--- src/rtl/tdes_pkg.sv ---
// Shared types and constants for the iterative Triple-DES round controller.
// The two-key option (TDES_KEYING2_EN) is applied in tdes_round_ctrl.
package tdes_pkg;

  typedef enum logic [2:0] {
    IDLE,
    LOAD,
    RUN,
    PASS_END,
    OUT
  } state_e;

  typedef enum logic [1:0] {
    K1 = 2'd0,
    K2 = 2'd1,
    K3 = 2'd2
  } key_sel_e;

  localparam int DES_ROUNDS = 16;

  // Per-round key rotation for an encipher pass; a decipher pass skips round 0.
  localparam logic [1:0] SHIFT_SCHED [DES_ROUNDS] = '{
    2'd1, 2'd1, 2'd2, 2'd2, 2'd2, 2'd2, 2'd2, 2'd2,
    2'd1, 2'd2, 2'd2, 2'd2, 2'd2, 2'd2, 2'd2, 2'd1
  };

  // EDE key order: encrypt walks K1,K2,K3; decrypt walks K3,K2,K1.
  function automatic key_sel_e pass_key(input logic [1:0] pass, input logic decrypt,
                                        input logic three_pass);
    if (decrypt && three_pass) return key_sel_e'(2'd2 - pass);
    return key_sel_e'(pass);
  endfunction

  // Middle pass runs in the opposite direction to the outer passes.
  function automatic logic pass_dir(input logic [1:0] pass, input logic decrypt);
    return decrypt ^ pass[0];
  endfunction

endpackage

--- src/rtl/tdes_round_ctrl_if.sv ---
// Handshake and datapath-control bundle between the Triple-DES sequencer
// (slave) and its environment (master).
interface tdes_round_ctrl_if;
  logic       IN_VALID;
  logic       IN_READY;
  logic       DECRYPT;
  logic       OUT_VALID;
  logic       OUT_READY;
  logic       LOAD_DATA;
  logic       ROUND_EN;
  logic       PASS_SWAP;
  logic       KEY_LOAD;
  logic [1:0] KEY_SEL;
  logic       KEY_DIR;
  logic [1:0] SHIFT_AMT;
  logic [3:0] ROUND;
  logic [1:0] PASS;

  modport master (
    output IN_VALID, DECRYPT, OUT_READY,
    input  IN_READY, OUT_VALID, LOAD_DATA, ROUND_EN, PASS_SWAP, KEY_LOAD,
           KEY_SEL, KEY_DIR, SHIFT_AMT, ROUND, PASS
  );

  modport slave (
    input  IN_VALID, DECRYPT, OUT_READY,
    output IN_READY, OUT_VALID, LOAD_DATA, ROUND_EN, PASS_SWAP, KEY_LOAD,
           KEY_SEL, KEY_DIR, SHIFT_AMT, ROUND, PASS
  );
endinterface

--- src/rtl/des_key_shift_lut.sv ---
// Key-schedule rotation amount for the current round and pass direction.
module des_key_shift_lut
  import tdes_pkg::*;
(
  input  logic [3:0] ROUND,
  input  logic       KEY_DIR,
  output logic [1:0] SHIFT_AMT
);

  // Table lookup; a decipher pass starts from the unrotated key at round 0.
  always_comb begin
    SHIFT_AMT = SHIFT_SCHED[ROUND];
    if (KEY_DIR && (ROUND == 4'd0)) SHIFT_AMT = 2'd0;
  end

endmodule

--- src/rtl/tdes_round_ctrl.sv ---
// Iterative Triple-DES sequencer driving one shared DES round datapath:
// NUM_PASSES x 16 rounds in EDE order with a one-cycle boundary between passes.
// Optional macro TDES_KEYING2_EN: two-key Triple-DES (K3 aliases K1).
module tdes_round_ctrl
  import tdes_pkg::*;
#(
  parameter int NUM_PASSES = 3
) (
  input logic              CLK,
  input logic              RST,
  tdes_round_ctrl_if.slave ctl
);

  if ((NUM_PASSES != 1) && (NUM_PASSES != 3)) begin : g_bad_num_passes
    $error("tdes_round_ctrl: NUM_PASSES must be 1 or 3");
  end

  localparam logic       THREE_PASS = (NUM_PASSES == 3);
  localparam logic [1:0] LAST_PASS  = 2'(NUM_PASSES - 1);
  localparam logic [3:0] LAST_ROUND = 4'(DES_ROUNDS - 1);

  function automatic key_sel_e map_key(input key_sel_e k);
`ifdef TDES_KEYING2_EN
    return (k == K3) ? K1 : k;
`else
    return k;
`endif
  endfunction

  state_e     state;
  logic [3:0] round_q;
  logic [1:0] pass_q;
  logic       decrypt_q;
  logic       in_ready_q;
  logic       out_valid_q;
  logic       load_data_q;
  logic       round_en_q;
  logic       pass_swap_q;
  logic       key_load_q;
  key_sel_e   key_sel_q;
  logic       key_dir_q;
  logic [1:0] lut_amt;
  logic [1:0] next_pass;

  assign next_pass = pass_q + 2'd1;

  // Sequencer: state, counters and every output strobe registered together.
  always_ff @(posedge CLK) begin
    if (RST) begin
      state       <= IDLE;
      round_q     <= '0;
      pass_q      <= '0;
      decrypt_q   <= 1'b0;
      in_ready_q  <= 1'b1;
      out_valid_q <= 1'b0;
      load_data_q <= 1'b0;
      round_en_q  <= 1'b0;
      pass_swap_q <= 1'b0;
      key_load_q  <= 1'b0;
      key_sel_q   <= K1;
      key_dir_q   <= 1'b0;
    end else begin
      load_data_q <= 1'b0;
      pass_swap_q <= 1'b0;
      key_load_q  <= 1'b0;
      unique case (state)
        IDLE: begin
          if (ctl.IN_VALID) begin
            state       <= LOAD;
            decrypt_q   <= ctl.DECRYPT;
            in_ready_q  <= 1'b0;
            load_data_q <= 1'b1;
            key_load_q  <= 1'b1;
            round_q     <= '0;
            pass_q      <= '0;
            key_sel_q   <= map_key(pass_key(2'd0, ctl.DECRYPT, THREE_PASS));
            key_dir_q   <= pass_dir(2'd0, ctl.DECRYPT);
          end
        end
        LOAD, PASS_END: begin
          state      <= RUN;
          round_en_q <= 1'b1;
        end
        RUN: begin
          if (round_q == LAST_ROUND) begin
            round_en_q <= 1'b0;
            round_q    <= '0;
            if (pass_q == LAST_PASS) begin
              state       <= OUT;
              out_valid_q <= 1'b1;
              pass_q      <= '0;
              key_sel_q   <= K1;
              key_dir_q   <= 1'b0;
            end else begin
              state       <= PASS_END;
              pass_swap_q <= 1'b1;
              key_load_q  <= 1'b1;
              pass_q      <= next_pass;
              key_sel_q   <= map_key(pass_key(next_pass, decrypt_q, THREE_PASS));
              key_dir_q   <= pass_dir(next_pass, decrypt_q);
            end
          end else begin
            round_q <= round_q + 4'd1;
          end
        end
        OUT: begin
          if (ctl.OUT_READY) begin
            state       <= IDLE;
            out_valid_q <= 1'b0;
            in_ready_q  <= 1'b1;
          end
        end
        default: state <= IDLE;
      endcase
    end
  end

  des_key_shift_lut u_shift_lut (
    .ROUND    (round_q),
    .KEY_DIR  (key_dir_q),
    .SHIFT_AMT(lut_amt)
  );

  assign ctl.IN_READY  = in_ready_q;
  assign ctl.OUT_VALID = out_valid_q;
  assign ctl.LOAD_DATA = load_data_q;
  assign ctl.ROUND_EN  = round_en_q;
  assign ctl.PASS_SWAP = pass_swap_q;
  assign ctl.KEY_LOAD  = key_load_q;
  assign ctl.KEY_SEL   = key_sel_q;
  assign ctl.KEY_DIR   = key_dir_q;
  // ROUND_EN is high exactly while in RUN, so it doubles as the shift-valid gate.
  assign ctl.SHIFT_AMT = round_en_q ? lut_amt : 2'd0;
  assign ctl.ROUND     = round_q;
  assign ctl.PASS      = pass_q;

endmodule

--- src/flat_wrapper.sv ---
// flat-port wrapper written by rule: the top's interface ports become plain ports
module tdes_round_ctrl_flat import tdes_pkg::*;
#(
  parameter int NUM_PASSES = 3
)
  (CLK, RST, ctl_IN_VALID, ctl_DECRYPT, ctl_OUT_READY, ctl_IN_READY, ctl_OUT_VALID, ctl_LOAD_DATA, ctl_ROUND_EN, ctl_PASS_SWAP, ctl_KEY_LOAD, ctl_KEY_SEL, ctl_KEY_DIR, ctl_SHIFT_AMT, ctl_ROUND, ctl_PASS);
  tdes_round_ctrl_if ctl_i ();
  input logic CLK;
  input logic RST;
  input wire logic [$bits(ctl_i.IN_VALID)-1:0] ctl_IN_VALID;
  input wire logic [$bits(ctl_i.DECRYPT)-1:0] ctl_DECRYPT;
  input wire logic [$bits(ctl_i.OUT_READY)-1:0] ctl_OUT_READY;
  output wire logic [$bits(ctl_i.IN_READY)-1:0] ctl_IN_READY;
  output wire logic [$bits(ctl_i.OUT_VALID)-1:0] ctl_OUT_VALID;
  output wire logic [$bits(ctl_i.LOAD_DATA)-1:0] ctl_LOAD_DATA;
  output wire logic [$bits(ctl_i.ROUND_EN)-1:0] ctl_ROUND_EN;
  output wire logic [$bits(ctl_i.PASS_SWAP)-1:0] ctl_PASS_SWAP;
  output wire logic [$bits(ctl_i.KEY_LOAD)-1:0] ctl_KEY_LOAD;
  output wire logic [$bits(ctl_i.KEY_SEL)-1:0] ctl_KEY_SEL;
  output wire logic [$bits(ctl_i.KEY_DIR)-1:0] ctl_KEY_DIR;
  output wire logic [$bits(ctl_i.SHIFT_AMT)-1:0] ctl_SHIFT_AMT;
  output wire logic [$bits(ctl_i.ROUND)-1:0] ctl_ROUND;
  output wire logic [$bits(ctl_i.PASS)-1:0] ctl_PASS;
  assign ctl_i.IN_VALID = ctl_IN_VALID;
  assign ctl_i.DECRYPT = ctl_DECRYPT;
  assign ctl_i.OUT_READY = ctl_OUT_READY;
  assign ctl_IN_READY = ctl_i.IN_READY;
  assign ctl_OUT_VALID = ctl_i.OUT_VALID;
  assign ctl_LOAD_DATA = ctl_i.LOAD_DATA;
  assign ctl_ROUND_EN = ctl_i.ROUND_EN;
  assign ctl_PASS_SWAP = ctl_i.PASS_SWAP;
  assign ctl_KEY_LOAD = ctl_i.KEY_LOAD;
  assign ctl_KEY_SEL = ctl_i.KEY_SEL;
  assign ctl_KEY_DIR = ctl_i.KEY_DIR;
  assign ctl_SHIFT_AMT = ctl_i.SHIFT_AMT;
  assign ctl_ROUND = ctl_i.ROUND;
  assign ctl_PASS = ctl_i.PASS;
  tdes_round_ctrl #(.NUM_PASSES(NUM_PASSES)) u_core (.CLK(CLK), .RST(RST), .ctl(ctl_i));
endmodule
--- config.mk ---
export PLATFORM = sky130hd
export DESIGN_NAME = tdes_round_ctrl_flat
export DESIGN_NICKNAME = d
export VERILOG_FILES = /design/src/rtl/tdes_pkg.sv /design/src/rtl/tdes_round_ctrl_if.sv /design/src/rtl/des_key_shift_lut.sv /design/src/rtl/tdes_round_ctrl.sv /design/src/flat_wrapper.sv
export SDC_FILE = /design/constraint.sdc
export NUM_CORES = 1
export LEC_CHECK = 0
export CELL_PAD_IN_SITES_DETAIL_PLACEMENT = 0
export CELL_PAD_IN_SITES_GLOBAL_PLACEMENT = 1
export CORE_ASPECT_RATIO = 0.9
export CORE_MARGIN = 5
export CORE_UTILIZATION = 38
export DETAILED_ROUTE_END_ITERATION = 6
export HOLD_SLACK_MARGIN = 0.06
export PLACE_DENSITY_LB_ADDON = 0.1
export SKIP_CTS_REPAIR_TIMING = 1
export SYNTH_ARGS = -nofsm -noshare
export SYNTH_HDL_FRONTEND = slang
export SYNTH_SLANG_ARGS = --single-unit
--- constraint.sdc ---
create_clock -name CLK -period 3.5 [get_ports CLK]
set_input_delay 0.7 -clock CLK [delete_from_list [all_inputs] [get_ports CLK]]
set_output_delay 0.7 -clock CLK [all_outputs]
set_load 0.01 [all_outputs]
-- Word-level counts from Yosys, hierarchy flattened
Memories as Yosys holds them, arrays and structs flattened.
Cells that the tools add are included.
- register bits after elaboration: 19
- bits in latches: 0
- RAM bits: 0
- memory bits (read-only): 32
- output and inout bits: 17
- memories kept: 1
- memory list (memory ; words ; width ; read ports ; clocked after Yosys merged registers in ; wr ports ; line ; RTL):
    (no name shown) ; 16 ; 2 ; 1 ; 0 ; 0 ; des_key_shift_lut.sv:12 ; SHIFT_AMT = SHIFT_SCHED[ROUND];
- add/subtract/negate cells: 3
- multiply operators: 0
- divide/modulo/power cells: 0
- order comparisons: 1
- equality and inequality tests: 10
- shift-type cells: 0
- mux-type cells: 50
- bitwise gates (word level): 4
- reduce and logical (&&, ||, !) cells: 17
- operators with widths (kind ; count):
    $mux W2 ; 14
    $mux W1 ; 21
    $mux W3 ; 4
    $pmux W3 S4 ; 1
    $pmux W1 S2 ; 5
    $reduce_and A3 Y1 ; 3
    $mux W4 ; 2
    $pmux W2 S2 ; 2
    $pmux W4 S2 ; 1
    $reduce_bool A2 Y1 ; 4
    $eq A3 B2 Y1 const B ; 2
    $reduce_and A2 Y1 ; 3
    $reduce_or A2 Y1 ; 3
    $ge A5 B5 Y1 const B ; 1
    $not A4 Y5 ; 1
    $add A4 B1 Y4 const B ; 1
    $eq A4 B4 Y1 const B ; 1
    $logic_not A4 Y1 ; 1
    $ne A2 B1 Y1 const B ; 2
    $ne A2 B2 Y1 const B ; 2
    $reduce_and A4 Y1 ; 1
    $eq A3 B1 Y1 const B ; 1
    $eq A3 B3 Y1 const B ; 1
    $logic_not A3 Y1 ; 1
    other kinds (6) ; 7

-- Depth between registers and ports, before layout
Gate-level depths: netlist of the first run.
- depth in word-level cells: 9
- mapped depth: 6

-- By module
Synthesis of the first run repeated with hierarchy kept, for this count alone.
- cell total of the unflattened synthesis: 104
- area total of the unflattened synthesis: 928.4 um^2
- modules (own cells, without submodules) (module ; instances ; cells an instance ; area an instance (um^2) ; sequential area each (um^2)):
    tdes_round_ctrl ; 1 ; 97 ; 872.1 ; 380.4
    des_key_shift_lut ; 1 ; 7 ; 56.3 ; 0.0

-- Least setup slack after synthesis of the first run
Ideal clock, no wire load.
- path type: reg-to-output
- from: register u_core.round_q[0] (netlist: u_core.ctl.ROUND[0])
- to: output ctl_SHIFT_AMT[1]
- data arrival time: 1.211 ns
- required time: 2.800 ns
- path slack: 1.589 ns
- cell stages (with the launch flop): 6
- path buffers: 0
- path through: dfxtp_1 -> inv_1 -> ha_1 -> nand4bb_1 -> nand2_1 -> nor3b_1
- cells in the longest elaborated chain, start to end: 6
- elaborated cells on any way between the ends: 8
- classes of those cells: mux (4); bitwise (1); reduce/logical (2); memory (1)
- RTL lines (element ; line ; RTL):
    from (decl) ; tdes_round_ctrl.sv:31 ; logic [3:0] round_q;
    from (signal assigned) ; tdes_round_ctrl.sv:103 ; round_q <= round_q + 4'd1;
    $not A4 Y5 (not written as such) ; des_key_shift_lut.sv:12 ;
    $mem_v2 Z16 W2 ; -- ;
    $mux W2 (not written as such) (2 in series) ; des_key_shift_lut.sv:12 ;
    $mux W2 (*) ; des_key_shift_lut.sv:13 ; if (KEY_DIR && (ROUND == 4'd0)) SHIFT_AMT = 2'd0;
    $mux W2 (*) ; tdes_round_ctrl.sv:133 ; assign ctl.SHIFT_AMT = round_en_q ? lut_amt : 2'd0;
    to (decl) ; flat_wrapper.sv:21 ; output wire logic [$bits(ctl_i.SHIFT_AMT)-1:0] ctl_SHIFT_AMT;
Every way passes the cells marked *; elsewhere a longest branch is shown, timed or not. The select of a mux whose other input is x is not followed.

-- Worst setup path after layout of the first run
Ends and elaborated chain as after synthesis.

==> qor.yml, run 1 <==
sta:
  slew_violations: 0
  max_clock_freq_mhz: 372
  fin_skew_ps: 0.567
  slew_headroom_pct: 56.4
  setup_violations: 0
  grt_setup_unrepaired: "no"
  setup_tns_ps: 0
  min_period_over_period_pct: 76.8
  period_needed_ps: 2690
  hold_violations: 0
  max_slew.worst_pin.slew_ps: 653
routing:
  drc: 0
  routed_wl_um: 2100
  wl_per_cell_um: 13.6
  drt_pass1_iterations: 4
  vias: 813
  ant_nets: 0
  vias_per_cell: 5.28
  drt_iter0_markers: 27
final_layout:
  drive_gt1_share_pct: 6.35
  largest_register_ffs: 4
  final_util_pct: 49.1
  seqCellArea_um2: 360
  area_delta_synth_final_pct: 25.5
  n_fill_cell: 238
  final_cells: 154
  diodes: 0
  nNetsFinal: 139
  multi_input_comb_area_um2: 520
pwr:
  power_density_nw_per_um2: 435
  ir_drop_mv: 0.231
  p_leak_nw: 0.436
  power_w: 0.000513
logic_synthesis:
  synth_edf_count: 0
  synth-seq-cells: 18
  syn_inst: 107
  dominantRegCellSynth: "dfxtp_1"
  synthTopCellsByArea: "dfxtp_1, ha_1, nand2_1, nor2_1, a21oi_1"
  synth_top_area_cell: "dfxtp_1"
  yosysMostFrequentCell: "dfxtp_1"
  synth_top_area_share_pct: 38.3
  synthesis.nets: 119
  async_reset_ff_share_pct: 0
  postSynthAreaPerCell_um2: 8.79
  netlist_area_um2: 941
  synth-seq-area-share_pct: 38.3
  synth_cell_type_count: 36
  synth_top_cells_by_count: "dfxtp_1, nand2_1, nor2_1"
  ys_warn_count: 0
placed_design:
  portBuffers: 21
  gp_congestion: 0.750
  dpl.cell_count: 150
  dp_hpwl_um: 1530
floorplan:
  placeableCoreArea_um2: 2400
  pin_count: 22
  die_w_um: 62.5
  die_y_um: 57.2
  start_util_pct: 39.1
  rows: 17
  die_area_um2: 3570
min_path:
  min-delay-start: "u_core.ctl.OUT_VALID$_SDFFE_PP0P_"
  min_path_type: "flop to flop"
  hold_end: "u_core.ctl.OUT_VALID$_SDFFE_PP0P_"
  min_delay_path_depth: 2
critical_path:
  critPathLaunchType: "flop"
  critPathMaxFanout: 5
  cp_cell_sequence: "inv_1, ha_1, nand4bb_1, nand2_1, nor3b_1, clkdlybuf4s50_1"
  rr_worst_depth: 4
  critPathKind: "flop to output port"
  arrival_ps: 1990
  cp_slowest_cell: "clkdlybuf4s50_1"
  r2r_end: "u_core.ctl.KEY_SEL[1]$_SDFFE_PP0P_"
  path_buf_inv: 2
  rrSetupSlack_ps: 1830
  crit_required_ps: 2800
  max_stage_delay_ps: 560
  crit_family: "buffers and inverters"
  cp-end-kind: "output port"
  reg2reg_from: "u_core.state[2]$_SDFFE_PP0P_"
run_status:
  status: "finished, final reports clean"
clock_network:
  cts_sinks: 18
  root_buffer: "clkbuf_4"
  clk_latency_ps: 300
  tritoncts: "built"
  cts_buffers: 3
  clockBufferDepth: 2
  h-tree-depth: 1
  path_clk_slew_ps: 110
grt:
  grt_pass1_vias: 728
  antenna_found_initial: 0
  grt_max_degree: 18
  gr-total-overflow: 0
  grt_usage_pct: 12.1
  grt_pass1_wl_um: 3490
flow_run:
  maxCapViolCount: 0
[cell type report]
class | instances | area share, %
Inverter | 5 | 1.59
Multi-Input combinational cell | 78 | 44.1
Timing Repair Buffer | 21 | 17.8
Clock buffer | 4 | 3.07
Sequential cell | 18 | 30.5
Tap cell | 28 | 2.97
[worst max path at each step]
stage,startpoint,endpoint,cells past startpoint
after floorplan,u_core.ctl.ROUND[0]$_SDFFE_PP0P_,ctl_SHIFT_AMT[1],5
after global placement,u_core.ctl.ROUND[0]$_SDFFE_PP0P_,ctl_SHIFT_AMT[1],6
after detailed placement,u_core.ctl.ROUND[0]$_SDFFE_PP0P_,ctl_SHIFT_AMT[1],6
after CTS,u_core.ctl.ROUND[0]$_SDFFE_PP0P_,ctl_SHIFT_AMT[1],6
after global routing,u_core.ctl.ROUND[0]$_SDFFE_PP0P_,ctl_SHIFT_AMT[1],6
final,u_core.ctl.ROUND[0]$_SDFFE_PP0P_,ctl_SHIFT_AMT[1],6
[metrics by stage]
stage | setup slack (ps) | hold slack (ps) | cell area, um2
after detailed placement | 1140 | 447 | 1140
after CTS | 785 | 464 | 1180
after floorplan | 1590 | 467 | 941
after global routing | 624 | 492 | 1180
after global placement | 1160 | 436 | 1140
final | 813 | 457 | 1180
[worst reg2reg max path: stages (launching register included)]
cell,delay [ps]
dfxtp_1,420
or4b_4,610
mux2i_4,230
nor2_1,70
a311oi_1,250
[cell families (layout without fill, tap and decap cells)]
family	after synthesis	count (layout)	share of synthesized area, %
AO/OA/AOI/OAI	18	18	13.0
AND/OR/NAND/NOR	47	47	25.4
flip-flops	18	18	38.3
multiplexers	4	4	5.72
buffers and inverters	11	30	6.38
adder cells (fa/ha/maj)	7	7	9.31
XOR/XNOR	2	2	1.86
[cell usage in the layout (no fill, tap or decap), drive strengths merged]
| cell | n |
|---|---|
| clkdlybuf4s50 | 21 |
| dfxtp | 18 |
| nand2 | 14 |
| nor2 | 14 |
| ha | 7 |
| inv | 5 |
| a21oi | 5 |
| nand3 | 4 |
| clkbuf | 4 |
| a31oi | 3 |
| nor3 | 3 |
| mux2i | 3 |
| nand4 | 2 |
| xnor2 | 2 |
| a311oi | 2 |
| a2bb2oi | 2 |
| nor3b | 2 |
| nand4bb | 1 |
| or2 | 1 |
| a22o | 1 |
| or3b | 1 |
| or3 | 1 |
| o21ai | 1 |
| nand2b | 1 |
| or4b | 1 |
| and2b | 1 |
| nor2b | 1 |
| a211oi | 1 |
| mux2 | 1 |
| a22oi | 1 |
| o21bai | 1 |
| a21boi | 1 |
[routing by layer]
layer | vias to the layer above | global-route usage, % | share of wire, % | routed length, um
met3 | 5 | 3.15 | 5.0 | 105
met4 | 0 | 5.45 | 1.9 | 40
met5 | - | 0 | 0 | 0
met2 | 18 | 17.8 | 42 | 886
li1 | 409 | - | - | -
met1 | 381 | 16.8 | 51 | 1070
[power by group]
| group | leakage, nW | internal [W] | switching [W] | total [W] |
|---|---|---|---|---|
| clock network | 0.0210 | 0.0000635 | 0.0000697 | 0.000133 |
| registers | 0.147 | 0.000224 | 0.0000196 | 0.000244 |
| logic | 0.268 | 0.0000685 | 0.0000681 | 0.000137 |
(Power assumes the default switching activity.)
==> inputs of run 2 (changes only) <==
--- a/config.mk
+++ b/config.mk
@@ -9,7 +9,7 @@
 export CELL_PAD_IN_SITES_GLOBAL_PLACEMENT = 1
 export CORE_ASPECT_RATIO = 0.9
 export CORE_MARGIN = 5
-export CORE_UTILIZATION = 38
+export CORE_UTILIZATION = 32
 export DETAILED_ROUTE_END_ITERATION = 6
 export HOLD_SLACK_MARGIN = 0.06
 export PLACE_DENSITY_LB_ADDON = 0.1
==> constraint.sdc (replaced) <==
create_clock -name CLK -period 2.2 [get_ports CLK]
set_input_delay 0.44 -clock CLK [delete_from_list [all_inputs] [get_ports CLK]]
set_output_delay 0.44 -clock CLK [all_outputs]
set_load 0.01 [all_outputs]
==> run 2 against run 1 <==
Effect of this change: cell count up 11%; first-iteration DRC count down 15%; design area up 5.1%; combinational power up 65%; worst setup slack worse by 500 ps; sequential share of layout area down 1.3 points; die area up 15%; non-clock buffer count up 5; clock-buffer cell count unchanged; routed wire length down 0.57%; largest cell class unchanged.
==> qor.yml, run 2 (synthesis results as in run 1) <==
run_status:
  status: "finished, final reports clean"
critical_path:
  cp_cell_sequence: "buf_4, ha_1, nand3_1, nor3b_1, dlymetal6s2s_1"
  cp_slowest_cell: "dfxtp_1"
  arrival_ps: 1450  # -540 ps
  cp-end-kind: "output port"
  critPathMaxFanout: 4  # -1
  critPathKind: "flop to output port"
  max_stage_delay_ps: 340  # -220 ps
  critPathLaunchType: "flop"
  crit_required_ps: 1760  # -1040 ps
grt:
  grt_max_degree: 11  # -7
  grt_pass1_vias: 757  # +4.0%
  gr-total-overflow: 0  # unchanged
  grt_pass1_wl_um: 3420  # -2.0%
  grt_usage_pct: 11.3  # -0.82 points
  antenna_found_initial: 0  # unchanged
sta:
  max_clock_freq_mhz: 529
  setup_violations: 0  # unchanged
  hold_violations: 0  # unchanged
  max_slew.worst_pin.slew_ps: 389  # -264 ps
  layout_setup_ws_ps: 309  # -504 ps
  min_period_over_period_pct: 86.0
  setup_tns_ps: 0  # unchanged
  grt_setup_unrepaired: "no"
  fin_skew_ps: 10.9  # +10.4 ps
  slew_violations: 0  # unchanged
  period_needed_ps: 1890
  slew_headroom_pct: 74.0  # +18 points
clock_network:
  tritoncts: "built"
  root_buffer: "clkbuf_4"
  clockBufferDepth: 2  # unchanged
  cts_buffers: 3  # unchanged
  path_clk_slew_ps: 110  # about the same
  h-tree-depth: 1  # unchanged
  clk_latency_ps: 300  # about the same
  cts_sinks: 18  # unchanged
pwr:
  p_switching_w: 0.000244  # +55%
  swShare_pct: 29.8  # -0.80 points
  ir_drop_mv: 0.386  # +67%
  p_comb_share_pct: 27.7  # +1.1 points
  power_density_nw_per_um2: 658  # +51%
  pwr-share-seq_pct: 47.0  # -0.5 points
  p_leak_nw: 0.496  # +14%
  clkPwrFrac_pct: 25.2  # -0.7 points
  p_int_w: 0.000573  # +61%
flow_run:
  maxCapViolCount: 0  # unchanged
final_layout:
  drive_gt1_share_pct: 12.2  # +5.9 points
  largest_register_ffs: 4  # unchanged
  final_cells: 171  # +11%
  area_delta_synth_final_pct: 31.9
  nNetsFinal: 144  # +3.6%
  diodes: 0  # unchanged
  final_util_pct: 44.4  # -4.7 points
  final_cell_mix: "clkdlybuf4s50_1, dfxtp_1, nand2_1, nor2_1, ha_1"
  final_common_cell: "clkdlybuf4s50_1"
routing:
  ant_nets: 0  # unchanged
  wl_per_cell_um: 12.2  # -10%
  drt_iter0_markers: 23  # -15%
  drt_pass1_iterations: 2  # -2
  vias: 791  # -2.7%
  vias_per_cell: 4.63  # -12%
  drc: 0  # unchanged
  routed_wl_um: 2090  # -0.57%
placed_design:
  dp_hpwl_um: 1650  # +7.8%
  gp_congestion: 0.738  # -1.6%
  portBuffers: 21  # unchanged
  place_ws_ps: 112  # -1030 ps
  dpl.cell_count: 167  # +11%
floorplan:
  die_area_um2: 4130  # +15%
  die_w_um: 67.2  # +7.5%
  placeableCoreArea_um2: 2790  # +16%
  die_y_um: 61.4  # +7.4%
  pin_count: 22  # unchanged
  start_util_pct: 33.7  # -5.5 points
  rows: 18  # +1
min_path:
  min_path_type: "flop to flop"
-- run 2: area by class of cell --
type / instances / area [um2]
multi-input cells: 78 / 520
flip-flops and latches: 18 / 363
fillers: 296 / 1550
well taps: 40 / 50.0
repair buffers: 26 / 253
inverters: 5 / 18.8
clock buffers: 4 / 36.3
-- run 2: power groups by stage --
stage	clock network [W]	registers, W	logic [W]
3_5_place_dp	0	0.000392	0.000229
6_report	0.000206	0.000384	0.000226
4_1_cts	0.000215	0.000384	0.000230
2_1_floorplan	0	0.000398	0.000133
3_3_place_gp	0	0.000392	0.000231
5_1_grt	0.000229	0.000390	0.000251
-- run 2: critical path: cells and delay by family (launching register included) --
family / cells / cell delay [ps]
flops: 1 / 340
buf+inv: 2 / 320
simple gates: 2 / 290
fa+ha+maj: 1 / 200
-- run 2: worst paths after layout --
path	startpoint	endpoint	slack (ps)	depth (start not counted)
max	u_core.ctl.ROUND[0]$_SDFFE_PP0P_	ctl_SHIFT_AMT[1]	310	5
min	u_core.ctl.IN_READY$_SDFFE_PP1P_	u_core.ctl.IN_READY$_SDFFE_PP1P_	450	2
max reg2reg	u_core.state[2]$_SDFFE_PP0P_	u_core.ctl.KEY_SEL[1]$_SDFFE_PP0P_	550	4
min reg2reg	u_core.ctl.IN_READY$_SDFFE_PP1P_	u_core.ctl.IN_READY$_SDFFE_PP1P_	450	2
-- run 2: layer usage --
| layer | share of wire (%) | vias to the layer above | GRT usage, % |
|---|---|---|---|
| li1 | - | 418 | - |
| met1 | 51 | 355 | 14.1 |
| met2 | 43 | 16 | 17.9 |
| met3 | 5.2 | 2 | 4.74 |
| met4 | 0.91 | 0 | 3.47 |
| met5 | 0 | - | 0 |
-- run 2: per-stage QoR --
step | cell area (um2) | power (W) | hold slack [ps]
floorplan | 941 | 0.000531 | 467
global placement | 1200 | 0.000623 | 436
detailed placement | 1200 | 0.000621 | 443
CTS | 1230 | 0.000829 | 457
global route | 1240 | 0.000870 | 469
finish | 1240 | 0.000816 | 449
